--- src/rtl/altera_up_programmable_clock_generator.sv ---
// Programmable slow-clock generator: divides clk by 2*active_half and emits
// registered edge and mid-level strobes aligned with the new_clk level they describe.
module altera_up_programmable_clock_generator #(
    parameter int CB           = 10,
    parameter int DEFAULT_HALF = 512
) (
    input  logic          clk,
    input  logic          reset,
    input  logic          enable_clk,
    input  logic [CB-1:0] half_period,
    input  logic          load_period,
    input  logic          restart,
    output logic          new_clk,
    output logic          rising_edge,
    output logic          falling_edge,
    output logic          middle_of_high_level,
    output logic          middle_of_low_level,
    output logic [CB-1:0] active_half
);

    localparam logic [CB-1:0] DEF_HALF = CB'(DEFAULT_HALF);
    localparam logic [CB-1:0] ONE      = CB'(1);

    logic [CB-1:0] cnt, cnt_nxt;
    logic [CB-1:0] pending_half, pending_half_nxt;
    logic          pending_valid, pending_valid_nxt;
    logic [CB-1:0] active_half_nxt;
    logic [CB-1:0] mid;
    logic          new_clk_nxt;
    logic          rise_nxt, fall_nxt, mid_hi_nxt, mid_lo_nxt;

    always_comb begin
        cnt_nxt           = cnt;
        new_clk_nxt       = new_clk;
        active_half_nxt   = active_half;
        pending_half_nxt  = pending_half;
        pending_valid_nxt = pending_valid;
        rise_nxt          = 1'b0;
        fall_nxt          = 1'b0;
        mid_hi_nxt        = 1'b0;
        mid_lo_nxt        = 1'b0;
        mid               = '0;

        if (restart) begin
            cnt_nxt     = '0;
            new_clk_nxt = 1'b0;
            if (pending_valid) begin
                active_half_nxt   = pending_half;
                pending_valid_nxt = 1'b0;
            end
        end else if (enable_clk) begin
            if (cnt == active_half - ONE) begin
                // Period reload only at a level boundary, so no runt phase.
                cnt_nxt     = '0;
                new_clk_nxt = ~new_clk;
                rise_nxt    = ~new_clk;
                fall_nxt    = new_clk;
                if (pending_valid) begin
                    active_half_nxt   = pending_half;
                    pending_valid_nxt = 1'b0;
                end
            end else begin
                cnt_nxt = cnt + ONE;
            end
            mid        = active_half_nxt >> 1;
            mid_hi_nxt = (cnt_nxt == mid) &&  new_clk_nxt;
            mid_lo_nxt = (cnt_nxt == mid) && !new_clk_nxt;
        end

        // A load in the same cycle as an apply becomes the next pending value.
        if (load_period) begin
            pending_half_nxt  = (half_period == '0) ? ONE : half_period;
            pending_valid_nxt = 1'b1;
        end
    end

    always_ff @(posedge clk or posedge reset) begin
        if (reset) begin
            cnt                  <= '0;
            new_clk              <= 1'b0;
            active_half          <= DEF_HALF;
            pending_half         <= DEF_HALF;
            pending_valid        <= 1'b0;
            rising_edge          <= 1'b0;
            falling_edge         <= 1'b0;
            middle_of_high_level <= 1'b0;
            middle_of_low_level  <= 1'b0;
        end else begin
            cnt                  <= cnt_nxt;
            new_clk              <= new_clk_nxt;
            active_half          <= active_half_nxt;
            pending_half         <= pending_half_nxt;
            pending_valid        <= pending_valid_nxt;
            rising_edge          <= rise_nxt;
            falling_edge         <= fall_nxt;
            middle_of_high_level <= mid_hi_nxt;
            middle_of_low_level  <= mid_lo_nxt;
        end
    end

endmodule

--- config.mk ---
export PLATFORM = sky130hd
export DESIGN_NAME = altera_up_programmable_clock_generator
export DESIGN_NICKNAME = d
export VERILOG_FILES = /design/src/rtl/altera_up_programmable_clock_generator.sv
export SDC_FILE = /design/constraint.sdc
export NUM_CORES = 1
export LEC_CHECK = 0
export ABC_CLOCK_PERIOD_IN_PS = 4000
export CAP_MARGIN = 20
export CORE_MARGIN = 2
export CORE_UTILIZATION = 57
export CTS_CLUSTER_DIAMETER = 60
export DETAILED_ROUTE_END_ITERATION = 10
export GPL_TIMING_DRIVEN = 0
export PLACE_DENSITY = 0.82
export SETUP_SLACK_MARGIN = 0.05
export SYNTH_ARGS = -nofsm -noshare
export SYNTH_HDL_FRONTEND = slang
export SYNTH_SLANG_ARGS = --single-unit
--- constraint.sdc ---
create_clock -name clk -period 4 [get_ports clk]
set_clock_uncertainty 0.1 [all_clocks]
set_input_delay 0.6 -clock clk [delete_from_list [all_inputs] [get_ports clk]]
set_output_delay 0.6 -clock clk [all_outputs]
set_load 0.01 [all_outputs]
==> results.md, run 1 <==
* Run status: finished, final reports clean
* Via count of the first global-routing pass at 1698
* Register clock-pin slew on the reported worst setup and hold paths at 0.07 ns
* Number of enable-type register cells in the synthesized netlist at 0
* Number of setup buffers added after CTS at 0
* Largest regs: active_half x10, cnt x10, pending_half x10
* Logic pwr share at 0.286
* Bufs on Longest Clock Path at 2
* Avg Cell Area, Syn at 10.2 um^2
* HPWL Detailed at 3470 um
* Largest area contributor in the synthesized netlist: dfrtp_1
* Utilization of the core after routing at 0.718
* Net total in the final layout at 273
* DIE HEIGHT at 66.4 um
* Met1 GRT Util at 0.381
* Fmax at 340 MHz
* Share of power burned in registers at 0.458
* Gates resized, CTS repair at 0
* Area of combinational cells with multiple inputs at 0.00122 mm^2
* Number of buffers inserted for hold repair after clock tree synthesis at 0
* Class of the most critical hold timing path: flip-flop to flip-flop
* Post-layout min period at 2.94 ns
* Detailed-route wire length at 4810 um
* Share of cells above drive strength 1 at 0.165
* Port Buffers at 28
* Count of final hold-check violations at 0
* Worst Path Arrival at 3.05 ns
* VDD IR max at 0.000225 V
* Slew at the pin closest to its max-slew limit at 0.662 ns
* Horizontal die dimension at 66.4 um
* Pins Over Slew Limit at 0
* DR vias at 1771
* Area contributors post-synth: dfrtp_1, xnor2_1, mux2_4
* Netlist cell types at 50
* Leakage power total at 1.07 nW
* Nature of the critical path endpoint: flip-flop
* Cell count after synthesis at 218
* Number of antenna violations at the first check in global routing at 0
* Core area at 0.00372 mm^2
* Detailed-router iteration count before antenna repair at 4
* Antenna cells at 0
* Pint at 0.679 mW
* Routed wirelength normalized by instance count at 15.9 um
* Primary FF master, synth: dfrtp_1
* Synth async-reset ratio at 1.00
* Share of the yosys chip area belonging to registers at 0.407
* Power per cell area at 365 mW/mm^2
* Total clock buffers created by CTS at 5
* Detailed-route vias per instance at 5.84
* Synthesized flop and latch total at 36
* Clock latency of the later-clocked register in the worst-skew pair at 0.29 ns
* Residual DRC count at 0
* GR met2 Demand/Resource at 0.369
* Max cap viols at 0
* Floorplan row count at 22
* Yosys top cell area share at 0.383
* Final setup fails at 0
* TritonCTS clock tree: done
* Layout-stage area growth over the synthesis result at 20.2%
* Proportion of total power due to net switching at 0.303
* Final GP Congestion at 0.926
* Psw at 0.295 mW
* DRT antenna net count at 0
* GR Util met3 at 0.0494
* Mapped Nets at 237
* Number of warning messages in the yosys log at 0
* Kind of launch point of the worst setup path: flip-flop
* Leading cell types in the layout, fill and taps excluded: dfrtp_1, clkdlybuf4s50_1, xnor2_1, nand2_1, nor2_1
* DRC marker count from the first detailed-route iteration at 126
* Count of fill cells added during filler insertion at 292
* Largest driver fanout on the critical path at 6
* Clk sink count at 36
* Largest net degree at the start of global routing at 23
* First-pass GRT wire length at 8380 um
* CTS H-tree depth at 2
* Combined area of all synthesized cells at 0.00222 mm^2
* Overall die area at 0.00441 mm^2
* Final cycle utilization of the critical path at 0.735
* RSZ-0062 raised after global routing: false
* Aggregate global routing overflow at 0
* Effective utilization at floorplan at 0.597
* Storage element area at 903 um^2
* Clock Power Share at 0.256
* Most frequent standard cell in the layout excluding fill and tap cells: dfrtp_1
* Worst max-slew margin expressed relative to the limit at 0.558
* Most Crowded Layer GR: met1
* Root buf cell: clkbuf_8
* Crit Path Category: flip-flop to flip-flop
* Required time reported for the critical path endpoint at 4.11 ns
* Total I/O pin count at 30
* Global Route Usage Sum at 0.258
* Setup total negative slack at 0 ns
[area by class of cell]
| cell class | count | share of cell area |
|---|---|---|
| inverters | 9 | 0.0127 |
| flip-flops and latches | 36 | 0.338 |
| repair buffers | 29 | 0.115 |
| well taps | 48 | 0.0225 |
| multi-input cells | 160 | 0.458 |
| clock buffers | 7 | 0.0286 |
| clock inverters | 1 | 0.00188 |
| plain buffers | 13 | 0.0230 |
[power by group through the flow]
stage | combinational, mW | sequential [mW] | clock (mW)
finish | 0.279 | 0.446 | 0.249
global route | 0.303 | 0.452 | 0.272
CTS | 0.281 | 0.446 | 0.252
detailed placement | 0.278 | 0.453 | 0
global placement | 0.269 | 0.450 | 0
floorplan | 0.179 | 0.449 | 0
[path summary, 6_finish.rpt]
path,startpoint,end,slack [ns],cells after the start
min in group asynchronous,reset,middle_of_high_level,0.60,2
worst min register to register,pending_half[7],active_half[7],0.44,1
max in group asynchronous,reset,active_half[9],2.59,3
worst max register to register,cnt[1],middle_of_high_level,1.06,8
worst max-delay path,cnt[1],middle_of_high_level,1.06,8
worst min-delay path,pending_half[7],active_half[7],0.44,1
[metrics by stage]
step	std cells	hold slack [ns]	area [um^2]	setup WS, ns	total power [mW]
6_report	303	0.441	2670	1.06	0.974
5_1_grt	303	0.472	2670	0.844	1.03
4_1_cts	303	0.443	2670	1.08	0.979
3_5_place_dp	295	0.429	2590	1.14	0.730
3_3_place_gp	294	0.415	2560	1.11	0.720
2_1_floorplan	218	0.382	2220	1.38	0.628
[critical path: stages (launching register included)]
cell       delay (ns)
dfrtp_1          0.48
ha_1             0.35
nand3_2          0.18
nor3_1           0.38
xnor2_1          0.11
or4_1            0.39
a2111oi_0        0.48
mux2i_1          0.19
nor3_1           0.20
[layer usage]
| metal | part of all wire | up-vias |
|---|---|---|
| met5 | 0 | - |
| met4 | 0.018 | 0 |
| met3 | 0.046 | 9 |
| met2 | 0.47 | 51 |
| met1 | 0.46 | 856 |
| li1 | - | 855 |
[logic make-up after synthesis]
logic type | count (synthesis) | synth area share
adder cells (fa/ha/maj) | 4 | 0.0225
multiplexers | 24 | 0.136
AND/OR/NAND/NOR | 75 | 0.188
AO/OA/AOI/OAI | 31 | 0.101
buffers and inverters | 22 | 0.0428
XOR/XNOR | 26 | 0.103
flip-flops | 36 | 0.407
[synth_stat cells (2+ instances only)]
master	n
or4_1	4
mux2_4	10
ha_1	4
nand3_1	10
dfstp_2	2
buf_2	4
nor3_1	6
nor2_1	11
nand2_1	19
a31oi_1	7
nor2b_1	2
nor4_1	4
or3_1	2
mux2_2	10
dfrtp_1	34
xnor2_1	21
clkbuf_1	7
nand2b_1	2
and2_1	4
a21oi_1	3
nor4b_2	2
mux2i_1	4
inv_1	9
o21ai_0	7
xor2_1	5
Power figures use the tool's default switching activity.
==> run 2: changes to the inputs <==
--- a/config.mk
+++ b/config.mk
@@ -5,14 +5,14 @@
 export SDC_FILE = /design/constraint.sdc
 export NUM_CORES = 1
 export LEC_CHECK = 0
-export ABC_CLOCK_PERIOD_IN_PS = 4000
+export ABC_CLOCK_PERIOD_IN_PS = 2500
 export CAP_MARGIN = 20
 export CORE_MARGIN = 2
-export CORE_UTILIZATION = 57
+export CORE_UTILIZATION = 49
 export CTS_CLUSTER_DIAMETER = 60
 export DETAILED_ROUTE_END_ITERATION = 10
 export GPL_TIMING_DRIVEN = 0
-export PLACE_DENSITY = 0.82
+export PLACE_DENSITY = 0.75
 export SETUP_SLACK_MARGIN = 0.05
 export SYNTH_ARGS = -nofsm -noshare
 export SYNTH_HDL_FRONTEND = slang
==> constraint.sdc (replaced) <==
create_clock -name clk -period 2.5 [get_ports clk]
set_clock_uncertainty 0.1 [all_clocks]
set_input_delay 0.375 -clock clk [delete_from_list [all_inputs] [get_ports clk]]
set_output_delay 0.375 -clock clk [all_outputs]
set_load 0.01 [all_outputs]
==> run 2 against run 1 <==
  * The flow now finishes with violations (setup timing)
  * Sequential power increased by 61%
  * Combinational power increased by 120%
  * Register-to-register slack got worse by 1.2 ns
  * Final cell count increased by 8.9%
==> results.md, run 2 (same netlist as run 1, synthesis figures left out) <==
* Worst max-slew margin expressed relative to the limit at 0.381
* Number of cells in the finished layout apart from fillers at 330
* Psw at 0.557 mW
* Worst Path Arrival at 2.72 ns
* Largest net degree at the start of global routing at 23
* Detailed-router iteration count before antenna repair at 4
* DR vias at 1986
* Leading cell types in the layout, fill and taps excluded: dfrtp_1, clkdlybuf4s50_1, xnor2_1, buf_4, nand2_1
* First-pass GRT wire length at 8710 um
* Share of power burned in registers at 0.405
* Residual DRC count at 0
* Violated checks: setup timing
* Port Buffers at 28
* Total clock buffers created by CTS at 5
* Storage element area at 908 um^2
* Slew at the pin closest to its max-slew limit at 0.924 ns
* Largest regs: active_half x10, cnt x10, pending_half x10
* Net total in the final layout at 296
* Area of combinational cells with multiple inputs at 0.00150 mm^2
* Nature of the critical path endpoint: flip-flop
* DRT antenna net count at 0
* DP Cell Count at 299
* Most frequent standard cell in the layout excluding fill and tap cells: dfrtp_1
* Post-route standard cell area excluding fillers at 0.00325 mm^2
* Clock Power Share at 0.247
* Root buf cell: clkbuf_8
* Via count of the first global-routing pass at 1769
* Final setup fails at 20
* Floorplan row count at 24
* Max cap viols at 0
* Total I/O pin count at 30
* Detailed-route wire length at 6210 um
* TritonCTS clock tree: done
* Overall die area at 0.00508 mm^2
* Number of antenna violations at the first check in global routing at 0
* VDD IR max at 0.000398 V
* Final cycle utilization of the critical path at 1.05
* Horizontal die dimension at 71.3 um
* Run status: finished, violations left
* Bufs on Longest Clock Path at 2
* CTS H-tree depth at 2
* Fmax at 379 MHz
* DIE HEIGHT at 71.3 um
* Routed wirelength normalized by instance count at 18.8 um
* Number of buffers inserted for hold repair after clock tree synthesis at 0
* Effective utilization at floorplan at 0.510
* Tot Pwr at 1.77 mW
* Aggregate global routing overflow at 0
* Core area at 0.00435 mm^2
* Largest driver fanout on the critical path at 10
* Final GP Congestion at 0.903
* Pins Over Slew Limit at 0
* Logic pwr share at 0.348
* Kind of launch point of the worst setup path: flip-flop
* Post-layout min period at 2.64 ns
* Clock latency of the later-clocked register in the worst-skew pair at 0.30 ns
* Count of fill cells added during filler insertion at 285
* Required time reported for the critical path endpoint at 2.58 ns
* DRC marker count from the first detailed-route iteration at 116
* Clk sink count at 36
* Class of the most critical hold timing path: input port to asynchronous set/reset pin
* Utilization of the core after routing at 0.745
* Final critical-path setup slack at -0.136 ns
* Register clock-pin slew on the reported worst setup and hold paths at 0.07 ns
* Proportion of total power due to net switching at 0.314
* Placement-stage cell area at 0.00260 mm^2
* Crit Path Category: flip-flop to flip-flop
* Antenna cells at 0
* Detailed-route vias per instance at 6.02
* Count of final hold-check violations at 0
* Power per cell area at 547 mW/mm^2
* Setup slack of the worst register-to-register path at -0.14 ns
* Global Route Usage Sum at 0.221
* Layout-stage area growth over the synthesis result at 46.2%
* Leakage power total at 1.26 nW
* Pint at 1.22 mW
* Share of cells above drive strength 1 at 0.396
* HPWL Detailed at 3590 um
* RSZ-0062 raised after global routing: true
-- run 2: final timing paths --
check	start	endpoint	depth (start not counted)
max	active_half[3]	active_half[3]	10
min reg2reg	pending_half[2]	active_half[2]	1
min	reset	cnt[3]	2
min in group clk	pending_half[2]	active_half[2]	1
max in group asynchronous	reset	pending_half[9]	3
max reg2reg	active_half[3]	active_half[3]	10
-- run 2: power by group through the flow --
stage          clock network (mW)  logic (mW)  registers, mW
6_report                    0.438       0.618          0.719
5_1_grt                     0.463       0.659          0.727
4_1_cts                     0.441       0.513          0.717
3_5_place_dp                    0       0.452          0.725
3_3_place_gp                    0       0.436          0.724
2_1_floorplan                   0       0.291          0.721
-- run 2: layout make-up --
| class | instances | area share |
|---|---|---|
| multi-input cells | 160 | 0.463 |
| well taps | 52 | 0.0200 |
| flip-flops and latches | 36 | 0.280 |
| plain buffers | 12 | 0.0274 |
| clock buffers | 7 | 0.0266 |
| inverters | 9 | 0.0104 |
| repair buffers | 53 | 0.171 |
| clock inverters | 1 | 0.00231 |
-- run 2: layer usage --
metal / global-route usage / up-vias / share of wire
met5: 0 / - / 0
met4: 0.0964 / 0 / 0.026
met3: 0.0380 / 19 / 0.048
met2: 0.331 / 77 / 0.50
met1: 0.316 / 996 / 0.42
li1: - / 894 / -
-- run 2: worst max-delay path: stages (launching register included) --
cell and delay, ns:
dfrtp_1 0.39, buf_6 0.14, buf_12 0.12, nor4b_4 0.28, xnor2_1 0.10, nor2_1 0.11, mux2i_1 0.11, a2111o_1 0.51
o21ai_4 0.19, buf_12 0.16, mux2_4 0.30
-- run 2: repair_timing --
action / 4_1_cts / 5_1_grt
buffers inserted: 8 / 15
setup endpoints to repair: 25 / 25
gates resized for setup: 25 / 53
pin swaps: 5 / 20
gates cloned: 0 / 1
-- run 2: per-stage QoR --
step	setup WS [ns]	hold slack [ns]	setup TNS (ns)
5_1_grt	-0.258	0.459	-4.82
4_1_cts	-0.0497	0.386	-0.481
6_report	-0.136	0.358	-1.93
3_5_place_dp	-0.412	0.424	-5.03
2_1_floorplan	-0.0804	0.338	-0.813
3_3_place_gp	-0.407	0.417	-4.41
==> run 3: changes to the inputs <==
--- a/config.mk
+++ b/config.mk
@@ -5,14 +5,14 @@
 export SDC_FILE = /design/constraint.sdc
 export NUM_CORES = 1
 export LEC_CHECK = 0
-export ABC_CLOCK_PERIOD_IN_PS = 2500
+export ABC_CLOCK_PERIOD_IN_PS = 3100
 export CAP_MARGIN = 20
 export CORE_MARGIN = 2
-export CORE_UTILIZATION = 49
+export CORE_UTILIZATION = 57
 export CTS_CLUSTER_DIAMETER = 60
 export DETAILED_ROUTE_END_ITERATION = 10
 export GPL_TIMING_DRIVEN = 0
-export PLACE_DENSITY = 0.75
+export PLACE_DENSITY = 0.82
 export SETUP_SLACK_MARGIN = 0.05
 export SYNTH_ARGS = -nofsm -noshare
 export SYNTH_HDL_FRONTEND = slang
==> constraint.sdc (replaced) <==
create_clock -name clk -period 3.1 [get_ports clk]
set_clock_uncertainty 0.1 [all_clocks]
set_input_delay 0.465 -clock clk [delete_from_list [all_inputs] [get_ports clk]]
set_output_delay 0.465 -clock clk [all_outputs]
set_load 0.01 [all_outputs]
==> run 3 against run 2 <==
  * The run now ends clean
  * Final area decreased by 18%
  * Setup slack better by 0.37 ns
  * Core utilization decreased by 2.6 points
  * Sequential share of layout area is 5.8 points higher
  * Sequential power decreased by 20%
  * Die area fell by 13%
  * First-iteration DRC count increased by 3.4%
  * Fmax down 8.0%
  * Global-route usage rose by 3.7 points
  * Clock power decreased by 26%
  * Via count down 11%
  * Combinational power fell by 42%
  * Critical path type unchanged
  * Largest cell class unchanged
==> results.md, run 3 (same netlist as run 1, synthesis figures left out) <==
* Crit path buffers/inverters at 0
* Net total in the final layout at 273
* Slew at the pin closest to its max-slew limit at 0.658 ns
* Count of final hold-check violations at 0
* Number of setup buffers added after CTS at 0
* Floorplan row count at 22
* Kind of launch point of the worst setup path: flip-flop
* Antenna cells at 0
* DRC marker count from the first detailed-route iteration at 120
* Final GP Congestion at 0.926
* Final critical-path setup slack at 0.235 ns
* Min-delay src: pending_half[7]
* HPWL Detailed at 3470 um
* DR vias at 1767
* DRT antenna net count at 0
* Required time reported for the critical path endpoint at 3.21 ns
* Worst hold slack at 0.441 ns
* CTS H-tree depth at 2
* Share of cells above drive strength 1 at 0.169
* Bufs on Longest Clock Path at 2
* Number of buffers inserted for hold repair after clock tree synthesis at 0
* Crit Path Category: flip-flop to flip-flop
* Detailed-route wire length at 4830 um
* R2r startpoint: cnt[1]
* Pins Over Slew Limit at 0
* Final setup fails at 0
* Root buf cell: clkbuf_8
* Power per cell area at 470 mW/mm^2
* Aggregate global routing overflow at 0
* Horizontal die dimension at 66.4 um
* Class of the most critical hold timing path: flip-flop to flip-flop
* Worst max-slew margin expressed relative to the limit at 0.561
* Leakage power total at 1.07 nW
* Total I/O pin count at 30
* Residual DRC count at 0
* Core area at 0.00372 mm^2
* RSZ-0062 raised after global routing: false
* Number of antenna violations at the first check in global routing at 0
* Crit path max-delay cell type: or4_1
* Largest driver fanout on the critical path at 6
* DP Cell Count at 295
* Crit-path cells: ha_1, nand3_2, xnor2_1, o2111ai_1, or4_1, a2111oi_1, mux2i_1, nor3_1
* Setup total negative slack at 0 ns
* Capturing element of the worst setup path: middle_of_high_level
* Depth of the most critical reg-to-reg path at 8
* Worst path depth at 8
* Number of cells in the finished layout apart from fillers at 303
* Biggest cell delay along the critical path at 0.48 ns
* Global Route Usage Sum at 0.258
* DIE HEIGHT at 66.4 um
* Setup Slack @ Placement at 0.240 ns
* Max cap viols at 0
* VDD IR max at 0.000291 V
* Routed wirelength normalized by instance count at 15.9 um
* Clk sink count at 36
* Post-layout min period at 2.87 ns
* Fmax at 349 MHz
* Register clock-pin slew on the reported worst setup and hold paths at 0.07 ns
* Largest net degree at the start of global routing at 23
* Nature of the critical path endpoint: flip-flop
* Setup slack of the worst register-to-register path at 0.23 ns
* Layout-stage area growth over the synthesis result at 20.5%
* Worst Setup SP: cnt[1]
* Effective utilization at floorplan at 0.597
* Clock latency of the later-clocked register in the worst-skew pair at 0.29 ns
* Worst Path Arrival at 2.97 ns
* Detailed-router iteration count before antenna repair at 4
* Leading cell types in the layout, fill and taps excluded: dfrtp_1, clkdlybuf4s50_1, xnor2_1, nand2_1, nor2_1
* Most frequent standard cell in the layout excluding fill and tap cells: dfrtp_1
* Largest regs: active_half x10, cnt x10, pending_half x10
* Reg2reg end: middle_of_high_level
* Tot Pwr at 1.26 mW
* Run status: finished, final reports clean
* Overall die area at 0.00441 mm^2
* First-pass GRT wire length at 8380 um
* Detailed-route vias per instance at 5.83
* Via count of the first global-routing pass at 1698
* Top cell family by delay on the critical path: simple AND/OR/NAND/NOR gates
* Final cycle utilization of the critical path at 0.924
* TritonCTS clock tree: done
* Port Buffers at 28
* Total clock buffers created by CTS at 5
==> run 3: changes by cell type in the layout (fill, tap and decap cells not counted), sizes merged <==
cell,before,now
buf,31,7
clkbuf,13,14
clkinv,0,1
clkinvlp,1,0
==> run 3: cell type report <==
type | count | area, um^2
well taps | 48 | 60.1
repair buffers | 29 | 308
plain buffers | 13 | 61.3
inverters | 9 | 33.8
fillers | 291 | 1040
clock inverters | 1 | 5.00
flip-flops and latches | 36 | 903
multi-input cells | 160 | 1230
clock buffers | 7 | 76.3
==> run 3: repair_timing <==
item | CTS | global route
gates resized for setup | 0 | 2
hold endpoints to repair | 0 | 0
endpoints found under the setup margin | 0 | 2
==> run 3: metrics by stage <==
step | util | area (um^2)
after floorplan | - | 2220
after global placement | 0.689 | 2560
after detailed placement | 0.696 | 2590
after CTS | 0.718 | 2670
after global routing | 0.720 | 2680
final | 0.720 | 2680
==> run 3: how the worst min path moves through the flow <==
stage | end | slack, ns | cells past startpoint
floorplan | active_half[0] | 0.38 | 1
global placement | active_half[2] | 0.41 | 1
detailed placement | active_half[1] | 0.43 | 1
CTS | active_half[7] | 0.44 | 1
global route | active_half[1] | 0.47 | 1
finish | active_half[7] | 0.44 | 1
==> run 3: worst reg2reg max path, stage by stage (launching register included) <==
cell and delay [ns]:
dfrtp_1 0.47, ha_1 0.35, nand3_2 0.19, xnor2_1 0.21, o2111ai_1 0.16, or4_1 0.48
a2111oi_1 0.43, mux2i_1 0.18, nor3_1 0.21
==> run 3: where the power goes <==
| group | switching [mW] | internal, mW |
|---|---|---|
| Clock | 0.165 | 0.158 |
| Sequential | 0.0596 | 0.516 |
| Combinational | 0.157 | 0.203 |
==> run 3: per-layer routing <==
metal,track usage,vias to the layer above,routed length [um]
met2,0.369,47,2270
met5,0,-,0
met4,0.107,0,90
met1,0.381,859,2260
li1,-,851,-
met3,0.0494,10,210
